### config.mk
export PLATFORM = sky130hd
export DESIGN_NAME = mbist_march_ctrl
export DESIGN_NICKNAME = d
export VERILOG_FILES = /design/src/rtl/mbist_pkg.sv /design/src/rtl/mbist_rd_checker.sv /design/src/rtl/mbist_march_ctrl.sv
export SDC_FILE = /design/constraint.sdc
export NUM_CORES = 1
export LEC_CHECK = 0
export CAP_MARGIN = 20
export CORE_ASPECT_RATIO = 0.9
export CORE_MARGIN = 2
export CORE_UTILIZATION = 57
export CTS_CLUSTER_DIAMETER = 80
export CTS_CLUSTER_SIZE = 12
export DETAILED_ROUTE_END_ITERATION = 7
export HOLD_SLACK_MARGIN = 0.03
export PLACE_DENSITY = 0.84
export SKIP_CTS_REPAIR_TIMING = 1
export SYNTH_ARGS = -nofsm -noshare
export SYNTH_HDL_FRONTEND = slang
export SYNTH_SLANG_ARGS = --single-unit
### constraint.sdc
create_clock -name clk -period 3.77 [get_ports clk]
set_input_delay 0.754 -clock clk [delete_from_list [all_inputs] [get_ports clk]]
set_output_delay 0.754 -clock clk [all_outputs]
set_load 0.02 [all_outputs]
### src/rtl/mbist_pkg.sv
// Shared definitions for the March C- BIST engine: element encoding, FSM states,
// op/direction constants and the per-element op table.
package mbist_pkg;

    localparam int READ_LAT     = 2;
    localparam int WR_LEAD      = 1;
    localparam int DRAIN_CYCLES = 2;

    localparam logic [2:0] M0 = 3'd0;
    localparam logic [2:0] M1 = 3'd1;
    localparam logic [2:0] M2 = 3'd2;
    localparam logic [2:0] M3 = 3'd3;
    localparam logic [2:0] M4 = 3'd4;
    localparam logic [2:0] M5 = 3'd5;

    localparam logic OP_R   = 1'b0;
    localparam logic OP_W   = 1'b1;
    localparam logic DIR_UP = 1'b0;
    localparam logic DIR_DN = 1'b1;

    typedef enum logic [3:0] {
        ST_IDLE, ST_M0, ST_M1, ST_M2, ST_M3, ST_M4, ST_M5, ST_DRAIN, ST_DONE
    } state_t;

    typedef struct packed {
        logic op;   // OP_R / OP_W
        logic bg;   // background bit replicated across the word
    } march_op_t;

    function automatic logic [2:0] state_to_elem(input state_t s);
        logic [3:0] idx;
        idx = 4'(s) - 4'(ST_M0);
        return idx[2:0];
    endfunction

    function automatic logic elem_dir(input logic [2:0] elem);
        return (elem == M3 || elem == M4) ? DIR_DN : DIR_UP;
    endfunction

    function automatic logic elem_two_ops(input logic [2:0] elem);
        return !(elem == M0 || elem == M5);
    endfunction

    // M1/M3 are (r0,w1); M2/M4 are (r1,w0); M0 is w0; M5 is r0.
    function automatic march_op_t elem_op(input logic [2:0] elem, input logic idx);
        march_op_t op;
        case (elem)
            M0:      op = '{op: OP_W, bg: 1'b0};
            M1, M3:  op = idx ? '{op: OP_W, bg: 1'b1} : '{op: OP_R, bg: 1'b0};
            M2, M4:  op = idx ? '{op: OP_W, bg: 1'b0} : '{op: OP_R, bg: 1'b1};
            default: op = '{op: OP_R, bg: 1'b0};
        endcase
        return op;
    endfunction

endpackage

### src/rtl/mbist_rd_checker.sv
// Read-compare pipeline: carries each issued read's expectation until its rdata
// arrives, then records sticky fail, first failing address/element and error count.
module mbist_rd_checker
    import mbist_pkg::*;
#(
    parameter int DATA_WIDTH = 8,
    parameter int ADDR_WIDTH = 4,
    parameter int CNT_WIDTH  = 8
) (
    input  logic                  clk,
    input  logic                  rst_n,
    input  logic                  clear,
    input  logic                  iss_rd,
    input  logic [DATA_WIDTH-1:0] iss_exp,
    input  logic [ADDR_WIDTH-1:0] iss_addr,
    input  logic [2:0]            iss_elem,
    input  logic [DATA_WIDTH-1:0] rdata,
    output logic                  fail,
    output logic [ADDR_WIDTH-1:0] fail_addr,
    output logic [2:0]            fail_elem,
    output logic [CNT_WIDTH-1:0]  err_count
);

    typedef struct packed {
        logic                  valid;
        logic [DATA_WIDTH-1:0] exp;
        logic [ADDR_WIDTH-1:0] addr;
        logic [2:0]            elem;
    } rd_tag_t;

    rd_tag_t [READ_LAT-1:0] pipe_q;
    rd_tag_t                tag_in;
    rd_tag_t                tag_out;
    logic                   miscompare;

    assign tag_in     = '{valid: iss_rd, exp: iss_exp, addr: iss_addr, elem: iss_elem};
    assign tag_out    = pipe_q[READ_LAT-1];
    assign miscompare = tag_out.valid && (rdata != tag_out.exp);

    // NOTE: sequential state uses non-blocking assignments so every register
    // samples pre-edge values regardless of statement order.
    always_ff @(posedge clk or negedge rst_n) begin
        if (!rst_n) begin
            pipe_q    <= '0;
            fail      <= 1'b0;
            fail_addr <= '0;
            fail_elem <= '0;
            err_count <= '0;
        end else if (clear) begin
            pipe_q    <= '0;
            fail      <= 1'b0;
            fail_addr <= '0;
            fail_elem <= '0;
            err_count <= '0;
        end else begin
            pipe_q <= {pipe_q[READ_LAT-2:0], tag_in};
            if (miscompare) begin
                fail <= 1'b1;
                if (!(&err_count)) err_count <= err_count + 1'b1;
                if (!fail) begin
                    fail_addr <= tag_out.addr;
                    fail_elem <= tag_out.elem;
                end
            end
        end
    end

endmodule

### src/rtl/mbist_march_ctrl.sv
// March C- BIST engine top: element FSM, address sweep and a one-stage lookahead
// op generator whose registers drive wdata one cycle ahead of write_read/address.
module mbist_march_ctrl
    import mbist_pkg::*;
#(
    parameter int DATA_WIDTH = 8,
    parameter int ADDR_WIDTH = 4,
    parameter int CAPACITY   = 16,
    parameter int CNT_WIDTH  = 8
) (
    input  logic                  clk,
    input  logic                  rst_n,
    input  logic                  start,
    output logic                  write_read,
    output logic [ADDR_WIDTH-1:0] address,
    output logic [DATA_WIDTH-1:0] wdata,
    input  logic [DATA_WIDTH-1:0] rdata,
    output logic                  busy,
    output logic                  done,
    output logic                  fail,
    output logic [ADDR_WIDTH-1:0] fail_addr,
    output logic [2:0]            fail_elem,
    output logic [CNT_WIDTH-1:0]  err_count
);

    localparam logic [ADDR_WIDTH-1:0] ADDR_LAST = ADDR_WIDTH'(CAPACITY - 1);

    state_t                  state_q, state_d;
    logic [ADDR_WIDTH-1:0]   addr_q, addr_d;
    logic                    op_q, op_d;
    logic [1:0]              drain_q, drain_d;
    logic                    start_ok;
    logic                    addr_end;
    logic                    gen_active;
    logic [2:0]              gen_elem;
    march_op_t               gen_op;
    logic                    iss_rd;
    logic [DATA_WIDTH-1:0]   iss_exp;
    logic [2:0]              iss_elem;

    assign gen_active = (state_q >= ST_M0) && (state_q <= ST_M5);
    assign gen_elem   = state_to_elem(state_q);
    assign gen_op     = elem_op(gen_elem, op_q);
    assign wdata      = gen_active ? {DATA_WIDTH{gen_op.bg}} : '0;
    assign busy       = (state_q != ST_IDLE) && (state_q != ST_DONE);
    assign done       = (state_q == ST_DONE);

    // NOTE: every combinational output gets a default first, so no path can
    // leave a variable unassigned and infer a latch.
    always_comb begin
        state_d  = state_q;
        addr_d   = addr_q;
        op_d     = op_q;
        drain_d  = drain_q;
        start_ok = 1'b0;
        addr_end = 1'b0;
        case (state_q)
            ST_IDLE, ST_DONE: begin
                if (start) begin
                    start_ok = 1'b1;
                    state_d  = ST_M0;
                    addr_d   = '0;
                    op_d     = 1'b0;
                end
            end
            // The last op is still on the bus in the first DRAIN cycle, so
            // DRAIN spans DRAIN_CYCLES+1 cycles before results are final.
            ST_DRAIN: begin
                if (drain_q == 2'(DRAIN_CYCLES)) state_d = ST_DONE;
                else                             drain_d = drain_q + 2'd1;
            end
            default: begin
                addr_end = (elem_dir(gen_elem) == DIR_DN) ? (addr_q == '0) : (addr_q == ADDR_LAST);
                if (elem_two_ops(gen_elem) && !op_q) begin
                    op_d = 1'b1;
                end else begin
                    op_d = 1'b0;
                    if (!addr_end) begin
                        addr_d = (elem_dir(gen_elem) == DIR_DN) ? addr_q - 1'b1 : addr_q + 1'b1;
                    end else if (state_q == ST_M5) begin
                        state_d = ST_DRAIN;
                        drain_d = 2'd0;
                    end else begin
                        state_d = state_t'(state_q + 4'd1);
                        addr_d  = (elem_dir(gen_elem + 3'd1) == DIR_DN) ? ADDR_LAST : '0;
                    end
                end
            end
        endcase
    end

    always_ff @(posedge clk or negedge rst_n) begin
        if (!rst_n) begin
            state_q <= ST_IDLE;
            addr_q  <= '0;
            op_q    <= 1'b0;
            drain_q <= 2'd0;
        end else begin
            state_q <= state_d;
            addr_q  <= addr_d;
            op_q    <= op_d;
            drain_q <= drain_d;
        end
    end

    // Issue stage: the lookahead op moves onto the memory bus one cycle after
    // its wdata was presented.
    always_ff @(posedge clk or negedge rst_n) begin
        if (!rst_n) begin
            write_read <= 1'b0;
            address    <= '0;
            iss_rd     <= 1'b0;
            iss_exp    <= '0;
            iss_elem   <= '0;
        end else begin
            write_read <= gen_active && (gen_op.op == OP_W);
            address    <= gen_active ? addr_q : '0;
            iss_rd     <= gen_active && (gen_op.op == OP_R);
            iss_exp    <= gen_active ? {DATA_WIDTH{gen_op.bg}} : '0;
            iss_elem   <= gen_active ? gen_elem : 3'd0;
        end
    end

    mbist_rd_checker #(
        .DATA_WIDTH(DATA_WIDTH),
        .ADDR_WIDTH(ADDR_WIDTH),
        .CNT_WIDTH (CNT_WIDTH)
    ) u_rd_checker (
        .clk      (clk),
        .rst_n    (rst_n),
        .clear    (start_ok),
        .iss_rd   (iss_rd),
        .iss_exp  (iss_exp),
        .iss_addr (address),
        .iss_elem (iss_elem),
        .rdata    (rdata),
        .fail     (fail),
        .fail_addr(fail_addr),
        .fail_elem(fail_elem),
        .err_count(err_count)
    );

endmodule

Word-level counts from Yosys, hierarchy flattened
Index checks and enable logic that the tools add are counted.
{ "op_classes": {"bitwise_logic": 3, "addsub": 7, "reduce_logical": 29, "magnitude_cmp": 2, "muxes": 44, "eq_ne": 23} }
{ "op_table": {"columns": ["operator", "n"], "rows": [
  ["4-bit two-way mux", 15],
  ["32-bit two-way mux", 1],
  ["8-bit two-way mux", 4],
  ["4-bit case mux with 2 select lines", 2],
  ["2-bit two-way mux", 6],
  ["3-bit two-way mux", 4],
  ["2-bit != test, second input constant", 5],
  ["3-bit by 2-bit == test with 1-bit output, second input constant", 3],
  ["3-bit == test, second input constant", 3],
  ["1-bit two-way mux", 9],
  ["4-bit by 1-bit adder with 4-bit output, second input constant", 2],
  ["8-bit by 1-bit adder with 8-bit output, second input constant", 1],
  ["4-bit by 3-bit == test with 1-bit output, second input constant", 2],
  ["4-bit == test, second input constant", 2],
  ["4-bit logical NOT", 2],
  ["8-bit != test", 1],
  ["4-bit AND reduction", 2],
  ["8-bit AND reduction", 1],
  ["1-bit logical AND", 6],
  ["2-bit case mux with 3 select lines", 1],
  ["2-bit AND reduction", 3],
  ["2-bit nonzero test", 3],
  ["2-bit OR reduction", 3],
  ["5-bit AND reduction", 1],
  ["other kinds (20)", 26]
]} }
{ "word_totals": {"output_inout_bits": 31, "inputBits": 11, "regBits": 76, "wordCells": 129} }

Depth between registers and ports, before layout
Gate-level depths: netlist of the first run.
{ "logic_depth": {"depth_word": 10, "mapped_depth": 9, "depth_no_buf": 9} }

Modules after synthesis
From an unflattened synthesis of the first run, not the netlist that was laid out.
{ "hier_totals": {"cells_unflattened": 289, "area_unflattened_um2": 3279.4} }
{ "by_module_without_submodules": {"columns": ["module", "n_inst", "seq_area_each_um2", "cells_each", "area_per_inst_um2"], "rows": [
  ["mbist_rd_checker", 1, 1201.2, 153, 1881.8],
  ["mbist_march_ctrl", 1, 525.5, 136, 1397.6]
]} }

Worst setup path after synthesis of the first run
Ideal clock, no wire load.
{ "synth_timing": {"path_type": "register to output", "from": "register state_q[0]", "to": "output port wdata[1]", "slack_ns": 0.775, "n_path_buf": 1, "stages_incl_launch_ff": 8, "required_time_ns": 3.016, "arrival_ns": 2.241, "path_cell_list": "dfrtp_1 > inv_1 > ha_1 > ha_1 > inv_1 > nand2_1 > a31oi_1 > buf_4"} }
{ "synth_between": {"elab_chain_len": 5, "word_cells_on_any_way": 13, "classes_between": "add/sub: 1; order compare: 2; eq/ne: 4; mux: 2; reduce/logical: 4"} }
{ "synth_rtl": {"columns": ["element", "line", "source"], "rows": [
  ["from (decl)", "mbist_march_ctrl.sv:28", "state_t state_q, state_d;"],
  ["from (signal assigned)", "mbist_march_ctrl.sv:99", "state_q <= state_d;"],
  ["3-bit by 1-bit subtractor with 3-bit output", "mbist_pkg.sv:32", "idx = 4'(s) - 4'(ST_M0);"],
  ["3-bit == test, or another cell as far along", "mbist_pkg.sv:47", "case (elem)"],
  ["2-bit OR reduction", "mbist_pkg.sv:47", null],
  ["2-bit case mux with 3 select lines", "mbist_pkg.sv:47", null],
  ["8-bit two-way mux *", "mbist_march_ctrl.sv:44", "assign wdata = gen_active ? {DATA_WIDTH{gen_op.bg}} : '0;"],
  ["to (decl)", "mbist_march_ctrl.sv:16", "output logic [DATA_WIDTH-1:0] wdata,"]
]} }
Every way passes the cells marked *; elsewhere a longest branch is shown, timed or not.

Worst setup path in the final report of the first run
{ "layout_timing": {"from": "register state_q[0]", "to": "output port wdata[5]"} }
Same word-level chain as after synthesis.

==> results.txt, run 1 <==
- Launch instance of the worst min-delay path: iss_elem[2]
* Number of H-tree levels: 2
- From synthesis to final layout, the design area changed by 19.9%.
- Remaining antenna violation count: 0
* Master cell of the clock root buffer: clkbuf_8
- The initial antenna violation count is 0.
- # fillers: 346
- The routed design has 4820 um of wire.
- Biggest area contributors in the synthesized netlist: dfrtp_1 (51%), ha_1 (5.1%), and2_1 (4.9%)
* Static leakage: 1.51 nW
* Synthesized netlist cell count: 259
* GRT Residual Overflow: 0
- Summing the sequential cell areas from Yosys gives 51.4% of the chip area.
- Utilization after layout: 71.4%
* Largest net degree at the start of global routing: 44
- For this design the ratio of total power to cell area is 858 nW/um^2.
* Hold slack final: 446 ps
- Area enclosed by the die boundary: 5260 sq um
- For this run, the leading register cell type out of synthesis is dfrtp_1.
- FMAX: 288 MHz
- Routed via count divided by cell count: 5.43
- Cells with a size suffix above 1 make up 8.78% of the layout.
- Max_cap viols: 0
- Post-synthesis cell type with the largest combined area: dfrtp_1
* Fin. Hold Viols: 0
- In this run, synthesis produced a sequential element count of 55.
* Clock tree from TritonCTS: built
- Synth async-reset ratio: 100%
* Total vias in the final route: 1,944
- Number of endpoints failing setup at the final stage: 0
- Wire length of the first global-routing pass: 8190 um
- Post-synthesis area per instance: 10.3 sq um
* Overall die height: 69.0 um
- Core ar.: 4490 sq um
- Slew headroom: 39.0%
- The worst setup path is of the flip-flop to output pin kind.
* Number of buffers between clock root and the deepest sink: 2
- After detailed routing, the number of remaining DRC violations is 0.
- The clock period could shrink to 3470 ps.
* Site row count: 23
- 42 I/O pins were placed.
* Worst Setup EP: wdata[5]
- Final Slew Violations: 0
- Number of buffers created by CTS: 5
* Register Area: 1380 sq um
- I/O Buffers: 41
- Net Count, Synth: 282
- In the final design database the tool counted 318 nets.
- The via count of the first global-routing pass is 1,764.
* Antenna Diode Count: 0
- Worst setup slack for register-to-register paths: 1080 ps
- Across the VDD grid, the largest voltage drop is 491 uV.
- Origin of the worst setup path: state_q[0]
- Clock latency at the later pin of the worst-skew pair: 310 ps
- Violation count after the first detailed-routing iteration: 138
* Post-synth EDFFs: 0
- For the worst setup path, the data arrival time is 2720 ps.
* RSZ-0062 raised after global routing: no
* Count of distinct cell types in the synthesized netlist: 52
- Horiz. Die Dim: 76.2 um
- Crit path max fanout: 9
- The startpoint identified for the worst register-to-register timing path is state_q[1].
- Once detailed placement completed, the half-perimeter wirelength came to 3440 um.
- The worst register-to-register path ends at addr_q[3].
- Routed wire per std cell: 13.5 um
- Multi-input gate area: 1180 sq um
- STA puts the critical path data required time at 3020 ps.
- Post-Syn Area: 2680 sq um
- Clock-pin slew was measured on the worst setup and hold paths at 100 ps.
* Sort of element at the start of the critical path: flip-flop
- Area share of the largest cell type after synthesis: 51.4%
* Setup_tns: 0 ps
* Count of cells along the worst register-to-register path: 8
* All-Layer GR Usage: 20.0%
- For this run, the detailed router's first-pass iteration total came to 4.
* Clock tree sinks: 55
- Starting density of the core: 59.6%
- Post-route clock skew: 7.44 ps
- RePlAce Congestion: 0.844
* Yosys Warn Count: 0
- Tightest Hold Check Type: flip-flop to flip-flop
* Worst-margin pin slew: 914 ps
* Category of the worst setup path capture point: output pin
- Result of the run: finished, final reports clean
- In the finished design, the share of the clock period the worst path needs comes to 92.1%.
worst min path at each step:
stage,depth (start not counted),to,slack [ps]
final,1,u_rd_checker.pipe_q[2],450
after global routing,1,u_rd_checker.pipe_q[18],470
after CTS,1,u_rd_checker.pipe_q[1],450
after detailed placement,1,u_rd_checker.pipe_q[17],430
after global placement,1,u_rd_checker.pipe_q[21],430
after floorplan,1,u_rd_checker.pipe_q[0],430
synthesized netlist by cell type, types with 2 or more instances:
library cell	n
a211oi_1	4
a21o_1	2
a21oi_1	5
a31o_2	2
a31oi_1	3
and2_1	21
and3_1	2
buf_4	8
clkbuf_1	5
dfrtp_1	55
ha_1	11
inv_1	13
mux2i_1	5
nand2_1	23
nand2b_1	2
nand3_1	15
nand3b_1	2
nand4_1	4
nor2_1	19
o211ai_1	2
o21ai_0	20
o21ai_1	2
or3_1	2
or4_1	2
xnor2_1	3
power breakdown:
| part | total, mW | internal (mW) | switching [mW] |
|---|---|---|---|
| Combinational | 1.44 | 0.653 | 0.782 |
| Clock | 0.329 | 0.135 | 0.195 |
| Sequential | 0.986 | 0.822 | 0.163 |
cells in the final DEF (no fill, tap or decap), types with 3 or more instances in the layout:
cell and n:
and2_1 21, clkbuf_8 5, nand3_1 15, xnor2_1 3, o21ai_0 20, nand4_1 4, dfrtp_1 54, clkdlybuf4s50_1 36
inv_1 13, ha_1 11, dlymetal6s2s_1 4, nor2_1 19, mux2i_1 5, a211oi_1 4, nand2_1 23, a21oi_1 5
per-stage QoR:
step,setup slack (ps),power (mW),instances,area (sq um)
CTS,-73.9,2.75,358,3180
global placement,465,2.35,350,3090
detailed placement,290,2.42,350,3090
finish,296,2.75,358,3210
global route,62.8,2.98,358,3210
floorplan,775,1.99,259,2680
state kept, by name (all words and copies together) (netlist names):
| signal | cells |
|---|---|
| u_rd_checker.err_count | 8 |
| write_read | 1 |
| u_rd_checker.fail_addr | 4 |
| iss_rd | 1 |
| iss_exp | 1 |
| addr_q | 4 |
| address | 4 |
| op_q | 1 |
| state_q | 4 |
| u_rd_checker.fail | 1 |
| iss_elem | 3 |
| u_rd_checker.fail_elem | 3 |
| drain_q | 2 |
| u_rd_checker.pipe_q | 18 |
critical path, cell delays in order, from the launching register on:
cell and delay [ps]:
dfrtp_2 470, inv_1 120, ha_1 290, ha_1 320, inv_1 160, nand2_1 110, a31oi_4 290, clkdlybuf4s50_1 660
logic make-up (layout without fill, tap and decap cells):
| logic type | Yosys count | after routing | share of synthesized area [%] |
|---|---|---|---|
| DFF | 55 | 55 | 51.4 |
| AOI/OAI and AO/OA | 51 | 51 | 12.7 |
| muxes | 7 | 7 | 2.85 |
| adders and majority gates | 12 | 12 | 5.89 |
| xor gates and xnor gates | 3 | 3 | 0.982 |
| buffers and inverters | 27 | 64 | 4.96 |
| and+or+nand+nor | 104 | 104 | 21.2 |
routing by layer:
layer	GRT usage, %	part of all wire (%)	vias up	wire length [um]
met1	25.6	44	930	2130
met2	34.7	50	48	2390
met5	0	0	-	0
met3	4.43	5.1	8	247
met4	6.36	1.2	0	56
li1	-	-	958	-
cell type report:
type	instances	area share [%]
sequential	55	43.0
multi-input combinational	177	36.8
timing repair buffer	43	13.4
tap	62	2.42
clock buffer	5	2.15
inverter	13	1.52
clock inverter	3	0.702
(Power assumes the default switching activity.)
==> run 2: changes to the inputs <==
--- a/config.mk
+++ b/config.mk
@@ -9,7 +9,7 @@
 export CORE_ASPECT_RATIO = 0.9
 export CORE_MARGIN = 2
 export CORE_UTILIZATION = 57
-export CTS_CLUSTER_DIAMETER = 80
+export CTS_CLUSTER_DIAMETER = 60
 export CTS_CLUSTER_SIZE = 12
 export DETAILED_ROUTE_END_ITERATION = 7
 export HOLD_SLACK_MARGIN = 0.03
==> results of run 2 <==
No change in the layout: final DEF, timing and power equal those of run 1.
